## config.mk

```make
export PLATFORM = sky130hd
export DESIGN_NAME = sdram_ctrl_init_ref
export DESIGN_NICKNAME = d
export VERILOG_FILES = /design/src/rtl/sdram_pkg.sv /design/src/rtl/sdram_wait_cnt.sv /design/src/rtl/sdram_ctrl_init_ref.sv
export SDC_FILE = /design/constraint.sdc
export NUM_CORES = 1
export LEC_CHECK = 0
export CAP_MARGIN = 30
export CORE_ASPECT_RATIO = 2
export CORE_MARGIN = 3
export CORE_UTILIZATION = 51
export DETAILED_ROUTE_END_ITERATION = 8
export GPL_TIMING_DRIVEN = 0
export PLACE_DENSITY = 0.86
export SLEW_MARGIN = 40
export SYNTH_ARGS = -nofsm -noshare
export SYNTH_HDL_FRONTEND = slang
export SYNTH_SLANG_ARGS = --single-unit
```

## constraint.sdc

```tcl
create_clock -name sys_clk -period 2.15 [get_ports sys_clk]
set_input_delay 0.43 -clock sys_clk [delete_from_list [all_inputs] [get_ports sys_clk]]
set_output_delay 0.43 -clock sys_clk [all_outputs]
set_load 0.01 [all_outputs]
```

## src/rtl/sdram_pkg.sv

```systemverilog
// Shared SDRAM definitions: command encodings {cs_n,ras_n,cas_n,we_n},
// controller state enumeration and default timing constants (100 MHz).
package sdram_pkg;

  localparam logic [3:0] CMD_NOP  = 4'b0111;
  localparam logic [3:0] CMD_ACT  = 4'b0011;
  localparam logic [3:0] CMD_RD   = 4'b0101;
  localparam logic [3:0] CMD_WR   = 4'b0100;
  localparam logic [3:0] CMD_PRE  = 4'b0010;
  localparam logic [3:0] CMD_AREF = 4'b0001;
  localparam logic [3:0] CMD_MRS  = 4'b0000;

  localparam int unsigned DEF_ADDR_W      = 12;
  localparam int unsigned DEF_T_PWR       = 10000;
  localparam int unsigned DEF_T_RP        = 2;
  localparam int unsigned DEF_T_RC        = 7;
  localparam int unsigned DEF_T_MRD       = 3;
  localparam int unsigned DEF_INIT_AR_NUM = 8;
  localparam int unsigned DEF_REF_AR_NUM  = 1;
  localparam int unsigned DEF_T_REFI      = 750;
  localparam logic [11:0] DEF_MODE_REG    = 12'h033;

  typedef enum logic [3:0] {
    S_PWR, S_PRE, S_TRP, S_AREF, S_TRC, S_MRS, S_TMRD, S_IDLE,
    S_RPRE, S_RTRP, S_RAREF, S_RTRC
  } state_e;

  function automatic int unsigned max2(input int unsigned a, input int unsigned b);
    return (a > b) ? a : b;
  endfunction

endpackage

```

## src/rtl/sdram_wait_cnt.sv

```systemverilog
// Loadable down-counter. done_o pulses in the cycle the count reaches zero,
// near_o pulses one cycle earlier. A load value of 0 gives done_o in the
// load cycle itself. Comes out of reset already loaded with RST_VAL.
//   clk_i, rst_ni : clock, async active-low reset
//   load_i, val_i : load request and value
//   near_o, done_o: registered pulses
module sdram_wait_cnt #(
  parameter int unsigned W       = 8,
  parameter int unsigned RST_VAL = 0
) (
  input  logic         clk_i,
  input  logic         rst_ni,
  input  logic         load_i,
  input  logic [W-1:0] val_i,
  output logic         near_o,
  output logic         done_o
);

  logic [W-1:0] cnt_q, cnt_d;
  logic         done_q, done_d;
  logic         near_q, near_d;

  always_ff @(posedge clk_i or negedge rst_ni) begin
    if (!rst_ni) begin
      cnt_q  <= W'(RST_VAL);
      done_q <= 1'b0;
      near_q <= 1'b0;
    end else begin
      cnt_q  <= cnt_d;
      done_q <= done_d;
      near_q <= near_d;
    end
  end

  always_comb begin
    cnt_d  = cnt_q;
    done_d = 1'b0;
    near_d = 1'b0;
    if (load_i) begin
      cnt_d  = val_i;
      done_d = (val_i == '0);
      near_d = (val_i == W'(1));
    end else if (cnt_q != '0) begin
      cnt_d  = cnt_q - W'(1);
      done_d = (cnt_q == W'(1));
      near_d = (cnt_q == W'(2));
    end
  end

  assign done_o = done_q;
  assign near_o = near_q;

endmodule

```

## src/rtl/sdram_ctrl_init_ref.sv

```systemverilog
// SDRAM power-up initialisation and periodic auto-refresh engine.
//   sys_clk, sys_rst_n      : clock, async active-low reset
//   cmd_reg                 : {cs_n,ras_n,cas_n,we_n}
//   sdram_bank, sdram_addr  : bank / address bus
//   flag_init_end           : sticky init-complete flag
//   ref_req / ref_en        : refresh request / arbiter grant
//   ref_busy, ref_end       : refresh in progress / last-cycle pulse
//   ref_miss                : sticky, a refresh period expired unserved
module sdram_ctrl_init_ref
  import sdram_pkg::*;
#(
  parameter int unsigned ADDR_W      = DEF_ADDR_W,
  parameter int unsigned T_PWR       = DEF_T_PWR,
  parameter int unsigned T_RP        = DEF_T_RP,
  parameter int unsigned T_RC        = DEF_T_RC,
  parameter int unsigned T_MRD       = DEF_T_MRD,
  parameter int unsigned INIT_AR_NUM = DEF_INIT_AR_NUM,
  parameter int unsigned REF_AR_NUM  = DEF_REF_AR_NUM,
  parameter int unsigned T_REFI      = DEF_T_REFI,
  parameter logic [11:0] MODE_REG    = DEF_MODE_REG
) (
  input  logic              sys_clk,
  input  logic              sys_rst_n,
  output logic [3:0]        cmd_reg,
  output logic [1:0]        sdram_bank,
  output logic [ADDR_W-1:0] sdram_addr,
  output logic              flag_init_end,
  output logic              ref_req,
  input  logic              ref_en,
  output logic              ref_busy,
  output logic              ref_end,
  output logic              ref_miss
);

  localparam int unsigned T_MAX  = max2(max2(T_PWR, T_RP), max2(T_RC, T_MRD));
  localparam int unsigned CNT_W  = $clog2(T_MAX + 1);
  localparam int unsigned AR_W   = $clog2(max2(INIT_AR_NUM, REF_AR_NUM) + 1);
  localparam int unsigned REFI_W = $clog2(T_REFI + 1);
  // Waits are loaded one short: the counter's done cycle is the cycle in
  // which the FSM registers the next command.
  localparam logic [CNT_W-1:0] LD_RP  = CNT_W'(T_RP - 1);
  localparam logic [CNT_W-1:0] LD_RC  = CNT_W'(T_RC - 1);
  localparam logic [CNT_W-1:0] LD_MRD = CNT_W'(T_MRD - 1);
  localparam logic             RC_ONE = (T_RC <= 1);

  state_e              state_q, state_d;
  logic [3:0]          cmd_q, cmd_d;
  logic [1:0]          bank_q, bank_d;
  logic [ADDR_W-1:0]   addr_q, addr_d;
  logic                flag_q, flag_d;
  logic                busy_q, busy_d;
  logic                end_q, end_d;
  logic [AR_W-1:0]     ar_q, ar_d;
  logic                req_q, req_d;
  logic                miss_q, miss_d;
  logic [REFI_W-1:0]   refi_q, refi_d;
  logic                wait_load;
  logic [CNT_W-1:0]    wait_val;
  logic                wait_near, wait_done;
  logic                grant, wrap;

  // Power-up wait starts preloaded so the first PRE lands in cycle T_PWR.
  sdram_wait_cnt #(.W(CNT_W), .RST_VAL(T_PWR)) u_wait (
    .clk_i  (sys_clk),
    .rst_ni (sys_rst_n),
    .load_i (wait_load),
    .val_i  (wait_val),
    .near_o (wait_near),
    .done_o (wait_done)
  );

  assign grant = (state_q == S_IDLE) && req_q && ref_en;
  assign wrap  = flag_q && (refi_q == REFI_W'(T_REFI - 1));

  always_ff @(posedge sys_clk or negedge sys_rst_n) begin
    if (!sys_rst_n) begin
      state_q <= S_PWR;
      cmd_q   <= CMD_NOP;
      bank_q  <= 2'b11;
      addr_q  <= '1;
      flag_q  <= 1'b0;
      busy_q  <= 1'b0;
      end_q   <= 1'b0;
      ar_q    <= '0;
      req_q   <= 1'b0;
      miss_q  <= 1'b0;
      refi_q  <= '0;
    end else begin
      state_q <= state_d;
      cmd_q   <= cmd_d;
      bank_q  <= bank_d;
      addr_q  <= addr_d;
      flag_q  <= flag_d;
      busy_q  <= busy_d;
      end_q   <= end_d;
      ar_q    <= ar_d;
      req_q   <= req_d;
      miss_q  <= miss_d;
      refi_q  <= refi_d;
    end
  end

  // Free-running refresh interval timer; a grant coinciding with a wrap
  // consumes the old request while the wrap raises a new one.
  always_comb begin
    refi_d = refi_q;
    if (flag_q) refi_d = wrap ? '0 : refi_q + REFI_W'(1);
    req_d = req_q;
    if (wrap)       req_d = 1'b1;
    else if (grant) req_d = 1'b0;
    miss_d = miss_q | (wrap & req_q & ~grant);
  end

  // Command sequencer. PRE keeps addr all ones, which sets A10 (all banks).
  always_comb begin
    state_d   = state_q;
    cmd_d     = CMD_NOP;
    bank_d    = 2'b11;
    addr_d    = '1;
    flag_d    = flag_q;
    busy_d    = busy_q;
    end_d     = 1'b0;
    ar_d      = ar_q;
    wait_load = 1'b0;
    wait_val  = '0;
    case (state_q)
      S_PWR: begin
        if (wait_done) begin
          state_d = S_PRE; cmd_d = CMD_PRE;
          wait_load = 1'b1; wait_val = LD_RP;
        end
      end
      S_PRE, S_TRP: begin
        if (wait_done) begin
          state_d = S_AREF; cmd_d = CMD_AREF; ar_d = AR_W'(1);
          wait_load = 1'b1; wait_val = LD_RC;
        end else state_d = S_TRP;
      end
      S_AREF, S_TRC: begin
        if (!wait_done) state_d = S_TRC;
        else if (ar_q == AR_W'(INIT_AR_NUM)) begin
          state_d = S_MRS; cmd_d = CMD_MRS;
          bank_d = 2'b00; addr_d = ADDR_W'(MODE_REG);
          wait_load = 1'b1; wait_val = LD_MRD;
        end else begin
          state_d = S_AREF; cmd_d = CMD_AREF; ar_d = ar_q + AR_W'(1);
          wait_load = 1'b1; wait_val = LD_RC;
        end
      end
      S_MRS, S_TMRD: begin
        if (wait_done) begin
          state_d = S_IDLE; flag_d = 1'b1;
        end else state_d = S_TMRD;
      end
      S_IDLE: begin
        if (grant) begin
          state_d = S_RPRE; cmd_d = CMD_PRE; busy_d = 1'b1;
          wait_load = 1'b1; wait_val = LD_RP;
        end
      end
      S_RPRE, S_RTRP: begin
        if (wait_done) begin
          state_d = S_RAREF; cmd_d = CMD_AREF; ar_d = AR_W'(1);
          wait_load = 1'b1; wait_val = LD_RC;
          end_d = RC_ONE && (REF_AR_NUM == 1);
        end else state_d = S_RTRP;
      end
      S_RAREF, S_RTRC: begin
        // ref_end is registered, so it is raised from the near pulse.
        end_d = wait_near && (ar_q == AR_W'(REF_AR_NUM));
        if (!wait_done) state_d = S_RTRC;
        else if (ar_q == AR_W'(REF_AR_NUM)) begin
          state_d = S_IDLE; busy_d = 1'b0;
        end else begin
          state_d = S_RAREF; cmd_d = CMD_AREF; ar_d = ar_q + AR_W'(1);
          wait_load = 1'b1; wait_val = LD_RC;
          end_d = RC_ONE && ((ar_q + AR_W'(1)) == AR_W'(REF_AR_NUM));
        end
      end
      default: state_d = S_PWR;
    endcase
  end

  assign cmd_reg       = cmd_q;
  assign sdram_bank    = bank_q;
  assign sdram_addr    = addr_q;
  assign flag_init_end = flag_q;
  assign ref_req       = req_q;
  assign ref_busy      = busy_q;
  assign ref_end       = end_q;
  assign ref_miss      = miss_q;

endmodule

```

# Word level (Yosys, flattened, before mapping)
# Cells that the tools add are included.
# classes
n_addsub	3
eq_ne	25
n_mux	58
bitwise	4
n_reduce_logical	22
# ops
op	count
$mux W3	13
$mux W12	3
$mux W4	8
$pmux W3 S5	2
$mux W14	2
$pmux W4 S7	1
$mux W1	21
$eq A4 B4 Y1 const B	5
$eq A4 B3 Y1 const B	4
$eq A14 B1 Y1 const B	1
$eq A14 B2 Y1 const B	1
$logic_not A14 Y1	1
$reduce_bool A14 Y1	1
$sub A14 B1 Y14 const B	1
$pmux W4 S3	1
$add A10 B1 Y10 const B	1
$eq A10 B10 Y1 const B	1
$mux W10	1
$reduce_or A2 Y1	5
$eq A4 B1 Y1 const B	2
$eq A4 B2 Y1 const B	2
$mux W2	4
$ne A2 B1 Y1 const B	4
$ne A2 B2 Y1 const B	4
16 further kinds	23
# word_totals
regBits	57
inputBits	3
output_inout_bits	23
word_cells	126

# Longest topological paths before layout
# Gate-level depths: netlist (run 1).
# depth
ltp_word	7
mapped_depth	7
depth_no_buf	7

# Cells and area by module
# Synthesis (run 1) repeated with hierarchy kept, for this count alone.
# unflattened
hier_cells	277
hier_area_um2	2648.8
# by_module_without_submodules
module	instances	cells_each	area_each_um2	seq_area_each_um2
sdram_ctrl_init_ref	1	176	1640.3	680.7
sdram_wait_cnt	1	101	1008.5	406.6

# Least setup slack after synthesis (run 1)
# OpenSTA, ideal clock, no wires.
# synth_timing
kind	register to register
startpoint	register u_wait.cnt_q[7]
endpoint	register u_wait.cnt_q[12]
setup_ns	0.078
arrival_ns	1.939
required_ns	2.072
setup_slack_ns	0.133
stages_incl_launch_ff	5
path_buffers	0
synth_period_minus_slack_ns	2.017
path_cell_list	dfrtp_1 or4_4 or3_4 or4_1 a21oi_1
# synth_between
elab_chain_cells	3
word_cells_on_any_way	5
classes_between	add/sub: 1; mux: 2; reduce/logical: 2
# synth_lines
element	line_no	rtl
from (decl)	sdram_wait_cnt.sv:19	logic [W-1:0] cnt_q, cnt_d;
from (signal assigned)	sdram_wait_cnt.sv:25	cnt_q <= W'(RST_VAL);
from (signal assigned)	sdram_wait_cnt.sv:29	cnt_q <= cnt_d;
$sub A14 B1 Y14	sdram_wait_cnt.sv:44	cnt_d = cnt_q - W'(1);
$mux W14	sdram_wait_cnt.sv:43	end else if (cnt_q != '0) begin
$mux W14	sdram_wait_cnt.sv:39	if (load_i) begin
# Several ways; a longest one is shown, not always the timed one. The select of a mux whose other input is x is not followed.
# A chain may end at the register's enable or synchronous reset.

# Worst setup path in the final report (run 1)
# layout_timing
startpoint	register u_wait.cnt_q[4]
endpoint	register u_wait.cnt_q[12]
# The elaborated chain is that of the path after synthesis.

==> impl_summary.log, run 1 <==
[metrics] number of synthesized register bits: 43
[metrics] required arrival time at the worst endpoint: 2.37 ns
[metrics] antenna-violating nets left: 0
[metrics] maximum clock rate: 0.4704 GHz
[metrics] distinct cell type count of the synthesized netlist: 61
[metrics] final routed wire length divided by cell count: 16.73 um
[metrics] cell internal pwr: 1050 uW
[metrics] Root Buffer: sky130_fd_sc_hd__clkbuf_8
[metrics] CTS buffer count: 5
[metrics] number of antenna violations at the first check in global routing: 0
[metrics] count of antenna diodes in the layout: 0
[metrics] sort of element at the end of the critical path: flop
[metrics] number of standard-cell rows in the floorplan: 35
[metrics] fraction of post-synthesis cell area in the top cell type by area: 33.28%
[metrics] total half-perimeter wirelength after legalization and detailed placement: 4.119 mm
[metrics] count of pins on the block boundary: 26
[metrics] final worst path period share: 98.88%
[metrics] CP Max Fanout: 7
[metrics] VDD IR-drop max: 0.4237 mV
[metrics] Std-Cell Core Area: 4730 um2
[metrics] most used cells in the layout excluding fill and tap cells: 32 x sky130_fd_sc_hd__dfrtp_1, 19 x sky130_fd_sc_hd__clkdlybuf4s50_1, 17 x sky130_fd_sc_hd__buf_4
[metrics] via count of the routed design: 2138
[metrics] portion of netlist area occupied by mux cells: 2.105%
[metrics] htree depth: 2
[metrics] global placement routability congestion: 0.9086
[metrics] final max-slew violation count: 0
[metrics] Regs by FF count: u_wait.cnt_q x14, refi_q x10
[metrics] wire length of the first global-routing pass: 9.625 mm
[metrics] clock tree from TritonCTS: done
[metrics] Worst-path clk slew: 0.09 ns
[metrics] area of the mapped netlist: 2556 um2
[metrics] share of total power in the clock network: 38.9%
[metrics] most common cell after layout, fill and taps aside: sky130_fd_sc_hd__dfrtp_1
[metrics] Initial DRC Count: 92
[metrics] most area-consuming cells after synthesis: sky130_fd_sc_hd__dfrtp_1 33%, sky130_fd_sc_hd__dfstp_2 9.3%, sky130_fd_sc_hd__ha_1 4.4%
[metrics] ys flop type: sky130_fd_sc_hd__dfrtp_1
[metrics] Setup Viol. Count Final: 0
[metrics] area share of and/or/nand/nor cells after synthesis: 22.56%
[metrics] Net Switching: 322.4 uW
[metrics] kind of critical path: reg -> reg
[metrics] clk_lat worst skew: 0.30 ns
[metrics] number of iterations in the first detailed-routing pass: 5
[metrics] buffer depth of the longest clock path: 2
[metrics] slew at the pin closest to its max-slew limit: 0.5578 ns
[metrics] max FFs per register: 14
[metrics] endpoint arrival time on the critical path: 2.35 ns
[metrics] post-layout net count: 310
[metrics] max-cap violations: 0
[metrics] share of synthesized area occupied by flip-flops and latches: 42.54%
[metrics] WHS: 0.1003 ns
[metrics] maximum number of pins on one net before global-route repair: 44
[metrics] total die area: 5949 um2
[metrics] detailed-routing wirelength on met1: 2.224 mm
[metrics] status: finished, final reports clean
[metrics] core utilization of the finished layout: 64.07%
[metrics] met2 wire length: 3.329 mm
[metrics] Post-Syn Instances: 268
[metrics] Register-to-Register Setup Slack: 0.02 ns
[metrics] worst slew margin relative to its limit: 62.81%
[metrics] Sw Share: 23.49%
[metrics] area added between synthesis and finish: 18.55%
[metrics] cell area after layout: 3030 um2
[metrics] register name with the most flops: u_wait.cnt_q
[metrics] highest layer used for signal routing: met4
[metrics] share of the synthesized area in compound gates (AO/OA/AOI/OAI): 17.62%
[metrics] overall routed net length: 5.923 mm
[metrics] via count of the first global-routing pass: 2206
[metrics] quantity of hold-fixing buffers added after cts: 0
[metrics] remaining global-route overflow: 0
[metrics] leakage power: 0.001272 uW
[metrics] Tot GR Track Use: 20.19%
[metrics] Yosys warning count: 0
[metrics] DRC violations left: 0
[metrics] xor and xnor fraction of the mapped netlist area: 2.741%
[metrics] proportion of power drawn by flip-flops and latches: 58.9%
[metrics] fraction of final layout cells with drive strength greater than 1: 21.40%
[metrics] Detail Route met3 WL: 178 um
[metrics] number of port buffers: 20
[metrics] largest family of logic cells by synthesized area: simple AND/OR/NAND/NOR gates
[metrics] time the worst path needs with I/O delays and setup: 2.126 ns
[metrics] mean number of vias per cell: 6.040
[metrics] post-synthesis area per instance: 9.538 um2
[metrics] EDFF count, synth: 0
[metrics] category of the worst setup path launch point: flop
[metrics] adder-cell share of the synthesized area: 4.405%
[metrics] combinational group share of total power: 2.2%
[metrics] Total Power: 1372 uW
[metrics] cell type with the highest aggregate area in the netlist: sky130_fd_sc_hd__dfrtp_1
[metrics] Filler cells: 392
[metrics] Chip Width: 56.06 um
[metrics] Die Span Y: 106.1 um
[metrics] total placed instance area: 2834 um2
[metrics] TritonCTS Sinks: 43
[metrics] power per standard cell area: 452.8 nW/um2
[metrics] async set-reset flop share out of synthesis: 100.0%
[metrics] Final Hold Violating Endpoints: 0
[metrics] Worst Clk Skew: 0.009785 ns
[metrics] initial standard-cell utilization of the core: 54.05%
[metrics] class of the tightest hold or removal check: in -> async
## per-layer routing
metal,GRT usage (%),vias up
li1,-,1016
met1,19.04,1034
met2,39.53,66
met3,3.038,22
met4,11.04,0
met5,0,-
## critical path, stage by stage (launching register included)
cell,delay [ns]
sky130_fd_sc_hd__dfstp_2,0.41
sky130_fd_sc_hd__or4_4,0.56
sky130_fd_sc_hd__or3_4,0.41
sky130_fd_sc_hd__or4_1,0.51
sky130_fd_sc_hd__a21oi_1,0.16
## path summary, 6_finish.rpt
check                           cells after the start       startpoint                to
worst max-delay path                                4  u_wait.cnt_q[4]  u_wait.cnt_q[12]
worst min-delay path                                1        sys_rst_n   u_wait.cnt_q[5]
worst max register to register                      4  u_wait.cnt_q[4]  u_wait.cnt_q[12]
worst min register to register                      1         ref_miss          ref_miss
max in group asynchronous                           1        sys_rst_n   u_wait.cnt_q[0]
min in group sys_clk                                1         ref_miss          ref_miss
## cell usage after synthesis, drive strengths merged, types with 2 or more instances
cell    number
o41ai        2
dfstp        9
a311o        2
nand4        5
buf         16
mux2         3
ha           9
nor3         9
and3         5
conb         2
or3          9
and4         2
nor3b        2
clkbuf      12
inv         10
a21o         4
o31ai        3
and2         2
nor2        14
a211o        3
a21boi       2
nand3b       4
dfrtp       34
nor2b        4
nand2b       5
xnor2        3
xor2         5
nand3        4
nand2       16
o22ai        2
o21a         7
o21ai       14
a31o         2
mux2i        2
or4          7
or4b         2
a21oi       13
## layout make-up
cell class                      count  area, um2  share of cell area, %
Sequential cell                    43       1090                  35.96
Clock inverter                      3      25.02                 0.8258
Tap cell                           55      68.82                  2.271
Clock buffer                        5      68.82                  2.271
Timing Repair Buffer               22      212.7                  7.019
Inverter                           10      37.54                  1.239
Multi-Input combinational cell    190       1369                  45.17
Buffer                             26      158.9                  5.244
## through the flow
step                      cells  TNS [ns]  setup WS (ns)
after floorplan             271         0         0.1329
after global placement      346    -16.30        -0.4475
after detailed placement    346    -1.118        -0.1163
after CTS                   354         0       0.009067
after global routing        354  -0.01481       -0.01460
final                       354         0        0.02407
## timing repair
action | 4_1_cts | 5_1_grt
gates resized for setup | 6 | 16
buffers inserted | 0 | 2
pin swaps | 1 | 2
endpoints found under the setup margin | 13 | 18
## power groups by stage
| stage | sequential [uW] | combinational [uW] | clock (uW) |
|---|---|---|---|
| 4_1_cts | 809 | 31.0 | 548 |
| 2_1_floorplan | 824 | 10.6 | 0 |
| 6_report | 809 | 30.2 | 533 |
| 5_1_grt | 809 | 34.5 | 583 |
| 3_5_place_dp | 824 | 31.0 | 0 |
| 3_3_place_gp | 824 | 30.8 | 0 |
## logic make-up after synthesis
logic type,count (synthesis)
AOI/OAI and AO/OA,66
xor gates and xnor gates,8
adders and majority gates,9
buffers and inverters,38
DFF,43
muxes,5
other,2
and+or+nand+nor,97
No activity file was read; power rests on OpenSTA's default activity.
==> run 2: changes to the inputs <==
CORE_UTILIZATION = 52   (was 51)
PLACE_DENSITY = 0.87   (was 0.86)
SYNTH_HIERARCHICAL = 1   (was not set)
==> run 2 against run 1 <==
Worst setup slack improved by 0.055 ns. Global-route usage rose by 0.43 points. Largest power group unchanged. Total power up 0.41%. Largest cell class unchanged. Design area grew 3.8%. Register-to-register slack improved by 0.06 ns. Sequential share of layout area is 1.3 points lower. Clock power is essentially flat. Clock-buffer cell count stayed put. Via count up 2.3%. Final cell count increased by 9.3%. Highest routed layer unchanged.
==> impl_summary.log, run 2 <==
[metrics] antenna-violating nets left: 0 (unchanged)
[metrics] area taken by flip-flops and latches: 1090 um2 (unchanged)
[metrics] buffer depth of the longest clock path: 2 (unchanged)
[metrics] required arrival time at the worst endpoint: 2.34 ns (-0.03 ns)
[metrics] Die Span Y: 106.9 um (+0.76%)
[metrics] mean number of vias per cell: 5.651 (-6.4%)
[metrics] multi-input gate area in the final layout: 1468 um2 (+7.2%)
[metrics] EDFF count, synth: 0 (unchanged)
[metrics] Tot GR Track Use: 20.62% (+0.43 points)
[metrics] kind of cell with the highest combined delay on the critical path: simple AND/OR/NAND/NOR gates
[metrics] number of cells traversed by the worst register-to-register path: 7 (+3)
[metrics] max incr delay on CP: 0.43 ns (-0.13 ns)
[metrics] Worst-path clk slew: 0.09 ns (about the same)
[metrics] post-layout net count: 340 (+9.7%)
[metrics] top cell types by occurrence after synthesis: 34 x sky130_fd_sc_hd__dfrtp_1, 25 x sky130_fd_sc_hd__nand2_1, 25 x sky130_fd_sc_hd__nor2_1, 15 x sky130_fd_sc_hd__buf_4, 14 x sky130_fd_sc_hd__xnor2_1
[metrics] wire length of the first global-routing pass: 9.887 mm (+2.7%)
[metrics] global placement routability congestion: 0.8807 (-3.1%)
[metrics] via count of the routed design: 2187 (+2.3%)
[metrics] area of the mapped netlist: 2649 um2 (+3.6%)
[metrics] Std-Cell Core Area: 4910 um2 (+3.8%)
[metrics] cell type with the highest aggregate area in the netlist: sky130_fd_sc_hd__dfrtp_1
[metrics] Regs by FF count: u_wait/cnt_q x14, refi_q x10
[metrics] htree depth: 2 (unchanged)
[metrics] number of port buffers: 20 (unchanged)
[metrics] category of the worst setup path launch point: flop
[metrics] total half-perimeter wirelength after legalization and detailed placement: 4.047 mm (-1.7%)
[metrics] endpoint arrival time on the critical path: 2.26 ns (-0.09 ns)
[metrics] Worst Clk Skew: 0.01167 ns (+0.001884 ns)
[metrics] ys flop type: sky130_fd_sc_hd__dfrtp_1
[metrics] most common cell after layout, fill and taps aside: sky130_fd_sc_hd__dfrtp_1
[metrics] setup repair after global routing missed its margin: yes
[metrics] kind of critical path: reg -> reg
[metrics] reg2reg start: u_wait/cnt_q[0]
[metrics] TritonCTS Sinks: 43 (unchanged)
[metrics] distinct cell type count of the synthesized netlist: 59 (-3.3%)
[metrics] worst slew margin relative to its limit: 64.55% (+1.7 points)
[metrics] Setup Viol. Count Final: 0 (unchanged)
[metrics] Initial DRC Count: 94 (+2.2%)
[metrics] Worst Slack Setup Final: 0.07955 ns (+0.05548 ns)
[metrics] status: finished, final reports clean
[metrics] fraction of post-synthesis cell area in the top cell type by area: 32.12% (-1.2 points)
[metrics] initial standard-cell utilization of the core: 53.95% (-0.098 points)
[metrics] share of synthesized area occupied by flip-flops and latches: 41.05% (-1.5 points)
[metrics] Crit. path cell count: 7 (+3)
[metrics] DRC violations left: 0 (unchanged)
[metrics] count of pins on the block boundary: 26 (unchanged)
[metrics] max-cap violations: 0 (unchanged)
[metrics] register name with the most flops: u_wait/cnt_q
[metrics] number of synthesized register bits: 43 (unchanged)
[metrics] placed cell count: 379 (+9.5%)
[metrics] Setup Total Neg Slack: 0 ns (unchanged)
[metrics] leakage power: 0.001248 uW (-1.9%)
[metrics] Filler cells: 416 (+6.1%)
[metrics] final routed wire length divided by cell count: 14.33 um (-14%)
[metrics] slew at the pin closest to its max-slew limit: 0.5317 ns (-0.02608 ns)
[metrics] most area-consuming cells after synthesis: sky130_fd_sc_hd__dfrtp_1 32%, sky130_fd_sc_hd__dfstp_2 8.9%, sky130_fd_sc_hd__xnor2_1 4.6%
[metrics] quantity of hold-fixing buffers added after cts: 0 (unchanged)
[metrics] via count of the first global-routing pass: 2210 (+0.18%)
[metrics] Yosys warning count: 6 (+6)
[metrics] clk_lat worst skew: 0.30 ns (about the same)
[metrics] CP Max Fanout: 6 (-1)
[metrics] standard cell with the maximum stage delay on the critical path: sky130_fd_sc_hd__dfrtp_1
[metrics] Post-Syn Instances: 277 (+3.4%)
[metrics] max FFs per register: 14 (unchanged)
[metrics] Register-to-Register Setup Slack: 0.08 ns (+0.06 ns)
[metrics] maximum number of pins on one net before global-route repair: 44 (unchanged)
[metrics] clock tree from TritonCTS: done
[metrics] time the worst path needs with I/O delays and setup: 2.070 ns (-0.05548 ns)
[metrics] final worst path period share: 96.30% (-2.6 points)
[metrics] count of antenna diodes in the layout: 0 (unchanged)
[metrics] final max-slew violation count: 0 (unchanged)
[metrics] async set-reset flop share out of synthesis: 100.0% (unchanged)
[metrics] power per standard cell area: 438.2 nW/um2 (-3.2%)
[metrics] Root Buffer: sky130_fd_sc_hd__clkbuf_8
[metrics] post-synthesis area per instance: 9.562 um2 (+0.26%)
[metrics] dominant cell by count in the synthesized netlist: sky130_fd_sc_hd__dfrtp_1
[metrics] number of iterations in the first detailed-routing pass: 4 (-1)
[metrics] Chip Width: 56.47 um (+0.72%)
[metrics] CTS buffer count: 5 (unchanged)
[metrics] WHS: 0.1100 ns (+0.009742 ns)
[metrics] non-filler instance count after layout: 387 (+9.3%)
[metrics] overall routed net length: 5.544 mm (-6.4%)
[metrics] maximum clock rate: 0.4830 GHz (+2.7%)
[metrics] class of the tightest hold or removal check: in -> async
[metrics] Final Hold Violating Endpoints: 0 (unchanged)
[metrics] chain of cells forming the critical path: inv_1 -> ha_1 -> nor3b_2 -> and4_1 -> buf_2 -> o21ai_0 -> mux2_2
[metrics] total die area: 6038 um2 (+1.5%)
[metrics] capture instance of the worst register-to-register path: u_wait/cnt_q[3]
[metrics] sort of element at the end of the critical path: flop
[metrics] number of antenna violations at the first check in global routing: 0 (unchanged)
[metrics] worst-case setup slack after placement: -0.4676 ns (-0.3513 ns)
[metrics] Worst Path Buf+Inv: 2 (+2)
[metrics] number of standard-cell rows in the floorplan: 36 (+2.9%)
[metrics] fraction of final layout cells with drive strength greater than 1: 22.12% (+0.72 points)
[metrics] most used cells in the layout excluding fill and tap cells: 32 x sky130_fd_sc_hd__dfrtp_1, 27 x sky130_fd_sc_hd__conb_1, 25 x sky130_fd_sc_hd__nand2_1
[metrics] VDD IR-drop max: 0.4032 mV (-4.9%)
[metrics] remaining global-route overflow: 0 (unchanged)
[metrics] area added between synthesis and finish: 18.71%
## run 2: changes by cell type after synthesis, sizes merged, moves of 4 or more
| cell | previous run | this run |
|---|---|---|
| and3 | 5 | 1 |
| or3 | 9 | 3 |
| or4 | 7 | 3 |
| nand2 | 16 | 25 |
| nor2 | 14 | 25 |
| xnor2 | 3 | 14 |
| a21oi | 13 | 8 |
| nand3 | 4 | 9 |
| buf | 16 | 22 |
| nor4 | 1 | 9 |
| clkbuf | 12 | 5 |
| nand2b | 5 | 1 |
## run 2: cells by family after synthesis
| kind of cell | count (synthesis) | synth area share (%) |
|---|---|---|
| other | 2 | 0.2835 |
| xor gates and xnor gates | 18 | 5.952 |
| adders and majority gates | 8 | 3.779 |
| DFF | 43 | 41.05 |
| and+or+nand+nor | 105 | 22.82 |
| AOI/OAI and AO/OA | 55 | 14.97 |
| buffers and inverters | 39 | 8.172 |
| muxes | 7 | 2.976 |
## run 2: power by group
part / internal [uW] / switching [uW] / leakage [uW] / total [uW]
sequential: 809 / 0 / 0.000526 / 809
combinational: 9.85 / 25.8 / 0.000680 / 35.6
clock: 232 / 301 / 0.0000408 / 533
total: 1050 / 327 / 0.00125 / 1380
## run 2: cell type report
type                       count  area share, %
sequential                    43          34.66
clock inverter                 3         0.7561
multi-input combinational    220          46.68
clock buffer                   5          2.189
buffer                        26          5.491
timing repair buffer          21          6.526
tap                           57          2.268
inverter                      12          1.433
## run 2: worst max-delay path by stage
stage	startpoint	to	slack, ns
floorplan	state_q[3]	u_wait/cnt_q[5]	0.23
global placement	sys_rst_n	state_q[2]	-0.44
detailed placement	ref_en	u_wait/cnt_q[2]	-0.47
CTS	state_q[3]	u_wait/cnt_q[6]	0.05
global route	u_wait/cnt_q[0]	u_wait/cnt_q[5]	-0.02
finish	u_wait/cnt_q[0]	u_wait/cnt_q[3]	0.08
## run 2: stage by stage
stage               power, uW  instance area, um2  utilization (%)
floorplan               840.8                2743                -
detailed placement      860.2                3012            61.34
global placement        860.4                3014            61.39
CTS                      1398                3113            63.40
finish                   1378                3144            64.04
global route             1433                3144            64.04
## run 2: metal layers
layer	up-vias	global-route usage, %	routed length (um)
met5	-	0	0
met4	0	13.41	291
met3	29	2.651	240
met2	87	37.83	3055
met1	1027	21.04	1957
li1	1044	-	-
## run 2: what timing repair did
item / in CTS / in global routing
buffers inserted: 0 / 1
setup endpoints to repair: 13 / 13
pin swaps: 0 / 1
gates resized for setup: 4 / 9
endpoints found under the hold margin: 0 / 0
